**config.mk**
```make
export PLATFORM = sky130hd
export DESIGN_NAME = regfile_dump_reader
export DESIGN_NICKNAME = d
export VERILOG_FILES = /design/src/rtl/regfile_dbg_pkg.sv /design/src/rtl/regfile_dump_reader.sv
export SDC_FILE = /design/constraint.sdc
export NUM_CORES = 1
export LEC_CHECK = 0
export ABC_AREA = 1
export BUFFER_PORTS_ARGS = -buffer_cell sky130_fd_sc_hd__buf_2
export CAP_MARGIN = 30
export CORE_MARGIN = 2
export CORE_UTILIZATION = 30
export DETAILED_ROUTE_END_ITERATION = 7
export HOLD_SLACK_MARGIN = 0.05
export MAX_ROUTING_LAYER = met4
export SLEW_MARGIN = 20
export SYNTH_ARGS = -nofsm -noshare
export SYNTH_HDL_FRONTEND = slang
export SYNTH_SLANG_ARGS = --single-unit
```
**constraint.sdc**
```tcl
create_clock -name i_clk -period 2.4 [get_ports i_clk]
set_clock_uncertainty 0.1 [all_clocks]
set_input_delay 0.48 -clock i_clk [delete_from_list [all_inputs] [get_ports i_clk]]
set_output_delay 0.48 -clock i_clk [all_outputs]
set_load 0.03 [all_outputs]
```
**src/rtl/regfile_dbg_pkg.sv**
```systemverilog
// Shared types and helpers for the register file debug dump reader.
package regfile_dbg_pkg;

  typedef enum logic [1:0] {IDLE, FETCH, SEND, DONE} dump_state_t;

  // Address after p in an n-entry file, wrapping from the top register back to 0.
  function automatic int unsigned next_addr(input int unsigned p, input int unsigned n);
    return (p == n - 1) ? 0 : p + 1;
  endfunction

endpackage

```
**src/rtl/regfile_dump_reader.sv**
```systemverilog
// Walks an inclusive (possibly wrapping) register range and streams each word out over
// a valid/ready interface, one register read per FETCH cycle.
module regfile_dump_reader
  import regfile_dbg_pkg::*;
#(
  parameter int unsigned NUM_OF_SETS    = 32,
  parameter int unsigned DATA_BUS_WIDTH = 32,
  localparam int unsigned AW = (NUM_OF_SETS > 1) ? $clog2(NUM_OF_SETS) : 1
) (
  input  logic                      i_clk,
  input  logic                      i_rst,
  input  logic                      i_start,
  input  logic                      i_abort,
  input  logic [AW-1:0]             i_first_addr,
  input  logic [AW-1:0]             i_last_addr,
  output logic [AW-1:0]             o_rf_rd_addr,
  input  logic [DATA_BUS_WIDTH-1:0] i_rf_rd_data,
  output logic                      o_out_valid,
  input  logic                      i_out_ready,
  output logic [DATA_BUS_WIDTH-1:0] o_out_data,
  output logic [AW-1:0]             o_out_addr,
  output logic                      o_out_last,
  output logic                      o_busy,
  output logic                      o_done,
  output logic                      o_err
);

  localparam logic [AW:0] NumSets = (AW+1)'(NUM_OF_SETS);

  dump_state_t               r_state, w_state_d;
  logic [AW-1:0]             r_ptr, w_ptr_d;
  logic [AW-1:0]             r_last_q, w_last_q_d;
  logic [DATA_BUS_WIDTH-1:0] r_out_data, w_out_data_d;
  logic [AW-1:0]             r_out_addr, w_out_addr_d;
  logic                      r_out_last, w_out_last_d;
  logic                      r_out_valid, w_out_valid_d;
  logic                      r_err, w_err_d;

  logic          w_range_ok;
  logic [AW-1:0] w_next_ptr;

  // Out-of-range addresses only exist when NUM_OF_SETS is not a power of two.
  assign w_range_ok = ({1'b0, i_first_addr} < NumSets) && ({1'b0, i_last_addr} < NumSets);
  assign w_next_ptr = AW'(next_addr(32'(r_ptr), NUM_OF_SETS));

  always_comb begin
    w_state_d     = r_state;
    w_ptr_d       = r_ptr;
    w_last_q_d    = r_last_q;
    w_out_data_d  = r_out_data;
    w_out_addr_d  = r_out_addr;
    w_out_last_d  = r_out_last;
    w_out_valid_d = r_out_valid;
    w_err_d       = 1'b0;

    if (i_abort && (r_state != IDLE)) begin
      w_state_d     = IDLE;
      w_ptr_d       = '0;
      w_out_valid_d = 1'b0;
      w_out_last_d  = 1'b0;
    end else begin
      unique case (r_state)
        IDLE: begin
          if (i_start) begin
            if (w_range_ok) begin
              w_ptr_d    = i_first_addr;
              w_last_q_d = i_last_addr;
              w_state_d  = FETCH;
            end else begin
              w_err_d = 1'b1;
            end
          end
        end
        FETCH: begin
          w_out_data_d  = i_rf_rd_data;
          w_out_addr_d  = r_ptr;
          w_out_last_d  = (r_ptr == r_last_q);
          w_out_valid_d = 1'b1;
          w_state_d     = SEND;
        end
        SEND: begin
          if (i_out_ready) begin
            w_out_valid_d = 1'b0;
            w_out_last_d  = 1'b0;
            if (r_out_last) begin
              w_ptr_d   = '0;
              w_state_d = DONE;
            end else begin
              w_ptr_d   = w_next_ptr;
              w_state_d = FETCH;
            end
          end
        end
        DONE: w_state_d = IDLE;
        default: w_state_d = IDLE;
      endcase
    end
  end

  always_ff @(posedge i_clk) begin
    if (i_rst) begin
      r_state     <= IDLE;
      r_ptr       <= '0;
      r_last_q    <= '0;
      r_out_data  <= '0;
      r_out_addr  <= '0;
      r_out_last  <= 1'b0;
      r_out_valid <= 1'b0;
      r_err       <= 1'b0;
    end else begin
      r_state     <= w_state_d;
      r_ptr       <= w_ptr_d;
      r_last_q    <= w_last_q_d;
      r_out_data  <= w_out_data_d;
      r_out_addr  <= w_out_addr_d;
      r_out_last  <= w_out_last_d;
      r_out_valid <= w_out_valid_d;
      r_err       <= w_err_d;
    end
  end

  assign o_rf_rd_addr = r_ptr;
  assign o_out_valid  = r_out_valid;
  assign o_out_data   = r_out_data;
  assign o_out_addr   = r_out_addr;
  assign o_out_last   = r_out_last;
  assign o_busy       = (r_state == FETCH) || (r_state == SEND);
  assign o_done       = (r_state == DONE);
  assign o_err        = r_err;

endmodule

```
==> results of run 1 <==
==> registers in the layout, indices dropped and copies added, names as in the netlist <==
name          cells
r_last_q          5
o_rf_rd_addr      5
o_out_last        1
o_out_addr        5
o_out_data       32
o_out_valid       1
r_state           2
==> Yosys cell counts <==
library cell  number
a21boi_0           1
a21oi_1           14
a21oi_2            3
a22o_1             2
a22oi_1            1
and2_1             1
buf_12             2
buf_2              1
buf_4              1
buf_6              6
clkbuf_1           3
conb_1             1
dfxtp_1           51
ha_1               6
inv_1             19
inv_2              3
inv_8              1
nand2_1           30
nand2_4            2
nand3_1            2
nor2_1            79
o211ai_2           1
o21ai_0           41
o21ai_1            2
o21ai_2            3
xnor2_1            1
xor2_1             2
==> cell families after synthesis <==
kind of cell / count (synthesis) / synth area share (%)
simple gates: 114 / 20.53
compound gates: 68 / 17.55
flops: 51 / 46.79
buf+inv: 36 / 10.32
fa+ha+maj: 6 / 3.440
xor+xnor: 3 / 1.204
other cells: 1 / 0.1719
==> tightest hold or removal path: stages <==
cell and delay [ns]:
buf_2 0.07, o21ai_0 0.07, nor2_1 0.07
==> routing by layer <==
layer | wire length, µm | vias to the layer above | track usage [%]
met5 | 0 | - | -
met4 | 49 | 0 | 3.256
met3 | 401 | 6 | 2.955
met2 | 2073 | 66 | 20.47
met1 | 2515 | 885 | 16.11
li1 | - | 1056 | -
==> power by group through the flow <==
stage	Sequential (mW)	Clock [mW]	Combinational [mW]
floorplan	1.98	0	1.11
global placement	1.41	0	2.05
detailed placement	1.42	0	2.08
CTS	1.40	0.536	2.08
global route	1.44	0.566	2.31
finish	1.39	0.516	2.06
==> worst paths after layout <==
check,from,endpoint,slack [ns],cells after the start
worst min-delay path,i_rf_rd_data[12],o_out_data[12],0.32,3
worst min register to register,r_last_q[4],r_last_q[4],0.38,2
worst max-delay path,r_state[0],o_busy,0.56,3
worst max register to register,r_state[0],o_out_addr[0],0.61,8
==> final cells by class <==
cell class / count / area (µm²)
repair buffers: 93 / 467.9
multi-input cells: 192 / 935.9
inverters: 23 / 93.84
clock inverters: 2 / 16.27
well taps: 99 / 123.9
clock buffers: 6 / 82.58
fillers: 806 / 4395
flip-flops and latches: 51 / 1021
==> metrics by stage <==
stage	hold slack [ns]	power, mW	area [µm²]	std cells
after floorplan	0.3433	3.099	2182	279
after global placement	0.3537	3.461	2643	458
after detailed placement	0.3635	3.492	2643	458
after CTS	0.3182	4.011	2741	466
after global routing	0.3245	4.311	2741	466
final	0.3248	3.969	2741	466
==> reports/metrics.cfg, run 1 <==
[synthesis]
synth_top_cell_by_area = dfxtp_1
synth.cell_area_um2 = 2182
synthDistinctLibCells = 27
synth_warnings = 0
syn-num-nets = 332
synth_area_leaders = dfxtp_1 (47%), nor2_1 (14%), o21ai_0 (9.4%), nand2_1 (5.2%), ha_1 (3.4%)
netlist.area_leader.share_pct = 46.79
synth_seq_cells = 51
syn_area_per_cell_um2 = 7.821
ys_seq_area_share_pct = 46.79
synthCells = 279

[power]
switching_share_pct = 48.92
powerDensity_nw_per_um2 = 1448
p_int_mw = 2.027
peakVddDrop_mv = 0.4036
leakagePower_nw = 1.356
power.share.clock_pct = 13.0
p_comb_share_pct = 51.9
p_seq_share_pct = 35.1
switchingPower_mw = 1.942

[route]
ant_nets = 0
vias_per_cell = 4.320
vias = 2013
detailedRoute.firstIterationViolations = 45
wl_um = 5040
first_pass_iters = 4
drc = 0
post_drt_wl_per_cell_um = 10.82

[clocking]
cts_buffer_depth = 2
insertion_delay_ns = 0.30
clk_pin_slew_ns = 0.10
post_cts_buffers = 0
h-tree-depth = 2
cts-root-buf = clkbuf_8
cts_buffers = 5
ctsResizeCount = 0
cts_tree = built
ctsHoldBuffers = 0
cts.sinks = 51

[grt]
grt-ovfl-total = 0
grt_max_degree = 43
grt_first_pass_wirelength_um = 7831
antenna_found_initial = 0
grt_pass1_vias = 1747
grtUsageTotal_pct = 12.72

[timing]
setup_ws_ns = 0.5611
rsz0062_at_grt = false
report.final.hold_viol_count = 0
setup_violations = 0
slew_violations = 0
min_period_ns = 1.839
layout_worst_path_cycle_share_pct = 76.62
fmax_ghz = 0.5438
finalSetupTns_ns = 0

[setup_path]
worstSetupPathType = reg2out
crit_path_end_kind = output port
worstPathMaxFanout = 4
path_delay_family = flip-flops
max_stage_delay_ns = 0.39
startpoint_type = flop
crit_slowest_cell = dfxtp_1
cp_data_required_time_ns = 1.82
path_buf_inv = 2
cp.arrival_ns = 1.26
crit_chain = inv_1 -> ha_1 -> buf_2

[layout]
final_util_pct = 38.41
nNetsFinal = 419
areaGrowthSynthToFinish_pct = 25.63
layout_common_cells = buf_2 (92), nor2_1 (79), dfxtp_1 (51)
final_common_cell = buf_2
diodes = 0
drive_gt1_share_pct = 31.06

[floorplanning]
die_y_um = 89.29
die-area_um2 = 7972
core_area_um2 = 7137
rows = 31
die_x_um = 89.29
io_pins = 94
initial_core_util_pct = 30.58

[placement]
portBuffers = 92
dp_slack_ns = 0.6302
gp_congestion = 0.7606
dp_hpwl_um = 3763

[worst_hold_path]
hp-class = in2reg

[run]
max_cap_violations = 0

[outcome]
status = finished clean

No activity file was read; power rests on OpenSTA's default activity.
==> run 2: changes to the inputs <==
==> constraint.sdc (replaced) <==
create_clock -name i_clk -period 1.5 [get_ports i_clk]
set_clock_uncertainty 0.1 [all_clocks]
set_input_delay 0.3 -clock i_clk [delete_from_list [all_inputs] [get_ports i_clk]]
set_output_delay 0.3 -clock i_clk [all_outputs]
set_load 0.03 [all_outputs]
==> run 2 against run 1 <==
Net effect:
- critical path depth unchanged
- cell area up 8.0%
- largest cell class unchanged
- sequential power up 60%
- critical endpoint unchanged
- sequential share of layout area down 2.4 points
- setup slack worse by 0.54 ns
==> reports/metrics.cfg, run 2 (synthesis gave the netlist of run 1 again) <==
[setup_path]
rr_worst_depth = 7
cp_data_required_time_ns = 1.10
startpoint_type = flop
rrSetupSlack_ns = 0.07
cp.arrival_ns = 1.08
worstSetupPathType = reg2out
crit_path_end_kind = output port
worstPathMaxFanout = 3
timing.rr.end = o_rf_rd_addr[4]
r2r-start = o_rf_rd_addr[0]

[timing]
rsz0062_at_grt = true
min_period_ns = 1.484
report.final.hold_viol_count = 0
finalSetupTns_ns = 0
slew_violations = 0
layout_worst_path_cycle_share_pct = 98.93
setup_violations = 0
hold_ws_ns = 0.1420
fmax_ghz = 0.6739

[grt]
antenna_found_initial = 0
grtUsageTotal_pct = 12.92
grt_max_degree = 43
grt_pass1_vias = 1836
grt-ovfl-total = 0
grt_first_pass_wirelength_um = 7928

[worst_hold_path]
hold-path-endpoint = o_out_data[22]
holdPathStages = 3
hp-class = in2reg
hp-start = i_rf_rd_data[22]

[layout]
final_util_pct = 41.50
drive_gt1_share_pct = 37.08
nNetsFinal = 435
layout_common_cells = buf_2 (90), nor2_1 (78), dfxtp_1 (46)
final_common_cell = buf_2
largest_reg_flops = 32
finalNonFillerCells = 482
diodes = 0
areaGrowthSynthToFinish_pct = 35.72

[floorplanning]
rows = 31
core_area_um2 = 7137
initial_core_util_pct = 30.58
die_y_um = 89.29
io_pins = 94
die-area_um2 = 7972
die_x_um = 89.29

[placement]
portBuffers = 92
gp_congestion = 0.7811
dp_hpwl_um = 3963
dp.cells = 471

[power]
leakagePower_nw = 1.446
powerDensity_nw_per_um2 = 2326
peakVddDrop_mv = 0.6556

[clocking]
cts_buffer_depth = 2
clk_pin_slew_ns = 0.09
ctsHoldBuffers = 0
insertion_delay_ns = 0.30
cts.sinks = 51
h-tree-depth = 2
cts_buffers = 5
cts_tree = built
cts-root-buf = clkbuf_8

[route]
wl_um = 5351
vias_per_cell = 4.259
vias = 2053
detailedRoute.firstIterationViolations = 67
post_drt_wl_per_cell_um = 11.10
drc = 0
ant_nets = 0
first_pass_iters = 4

[outcome]
status = finished clean

[run]
max_cap_violations = 0

[run 2: changes by cell type in the layout (fill, tap and decap cells not counted), sizes merged]
cell,before,now
clkinv,1,2
clkbuf,6,7
dlymetal6s2s,0,1
buf,93,107
clkinvlp,1,0
[run 2: per-stage QoR]
step	worst slack, ns	power [mW]	cell area, µm²
after floorplan	0.01068	4.980	2191
after global placement	-0.003384	5.843	2761
after detailed placement	-0.01449	5.887	2761
after CTS	-0.001649	6.814	2887
after global routing	-0.05352	7.490	2962
final	0.01611	6.889	2962
[run 2: worst max-delay path: stages, from the launching register on]
cell and delay [ns]:
dfxtp_2 0.35, inv_2 0.06, ha_4 0.26, buf_6 0.12
[run 2: power by group]
| part | internal (mW) | switching (mW) |
|---|---|---|
| Clock | 0.379 | 0.433 |
| Combinational | 1.34 | 2.52 |
| Sequential | 1.92 | 0.301 |
[run 2: cell type report]
type | instances | area [µm²]
multi-input cells | 192 | 992.2
well taps | 99 | 123.9
inverters | 23 | 98.84
clock buffers | 7 | 86.33
repair buffers | 108 | 610.6
flip-flops and latches | 51 | 1032
clock inverters | 1 | 8.758
repair inverters | 1 | 8.758
fillers | 795 | 4175
[run 2: how the worst max path moves through the flow]
stage / startpoint / to / slack [ns] / cells past startpoint
finish: r_state[1] / o_busy / 0.02 / 3
global route: o_rf_rd_addr[0] / o_rf_rd_addr[4] / -0.05 / 7
CTS: r_state[1] / o_busy / -0.002 / 3
detailed placement: r_state[1] / o_out_data[19] / -0.01 / 8
global placement: r_state[1] / o_out_data[19] / -0.003 / 8
floorplan: r_state[0] / o_rf_rd_addr[4] / 0.01 / 7
[run 2: layer usage]
metal	wire length, µm	global-route usage [%]
met3	478	4.247
met2	2393	21.48
met4	38	2.985
met1	2441	15.17
met5	0	-
[run 2: repair_timing]
| item | CTS | global route |
|---|---|---|
| pin swaps | 1 | 2 |
| setup endpoints to repair | 10 | 28 |
| gates cloned | 0 | 1 |
| setup buffers | 0 | 2 |
| resized for setup | 10 | 17 |
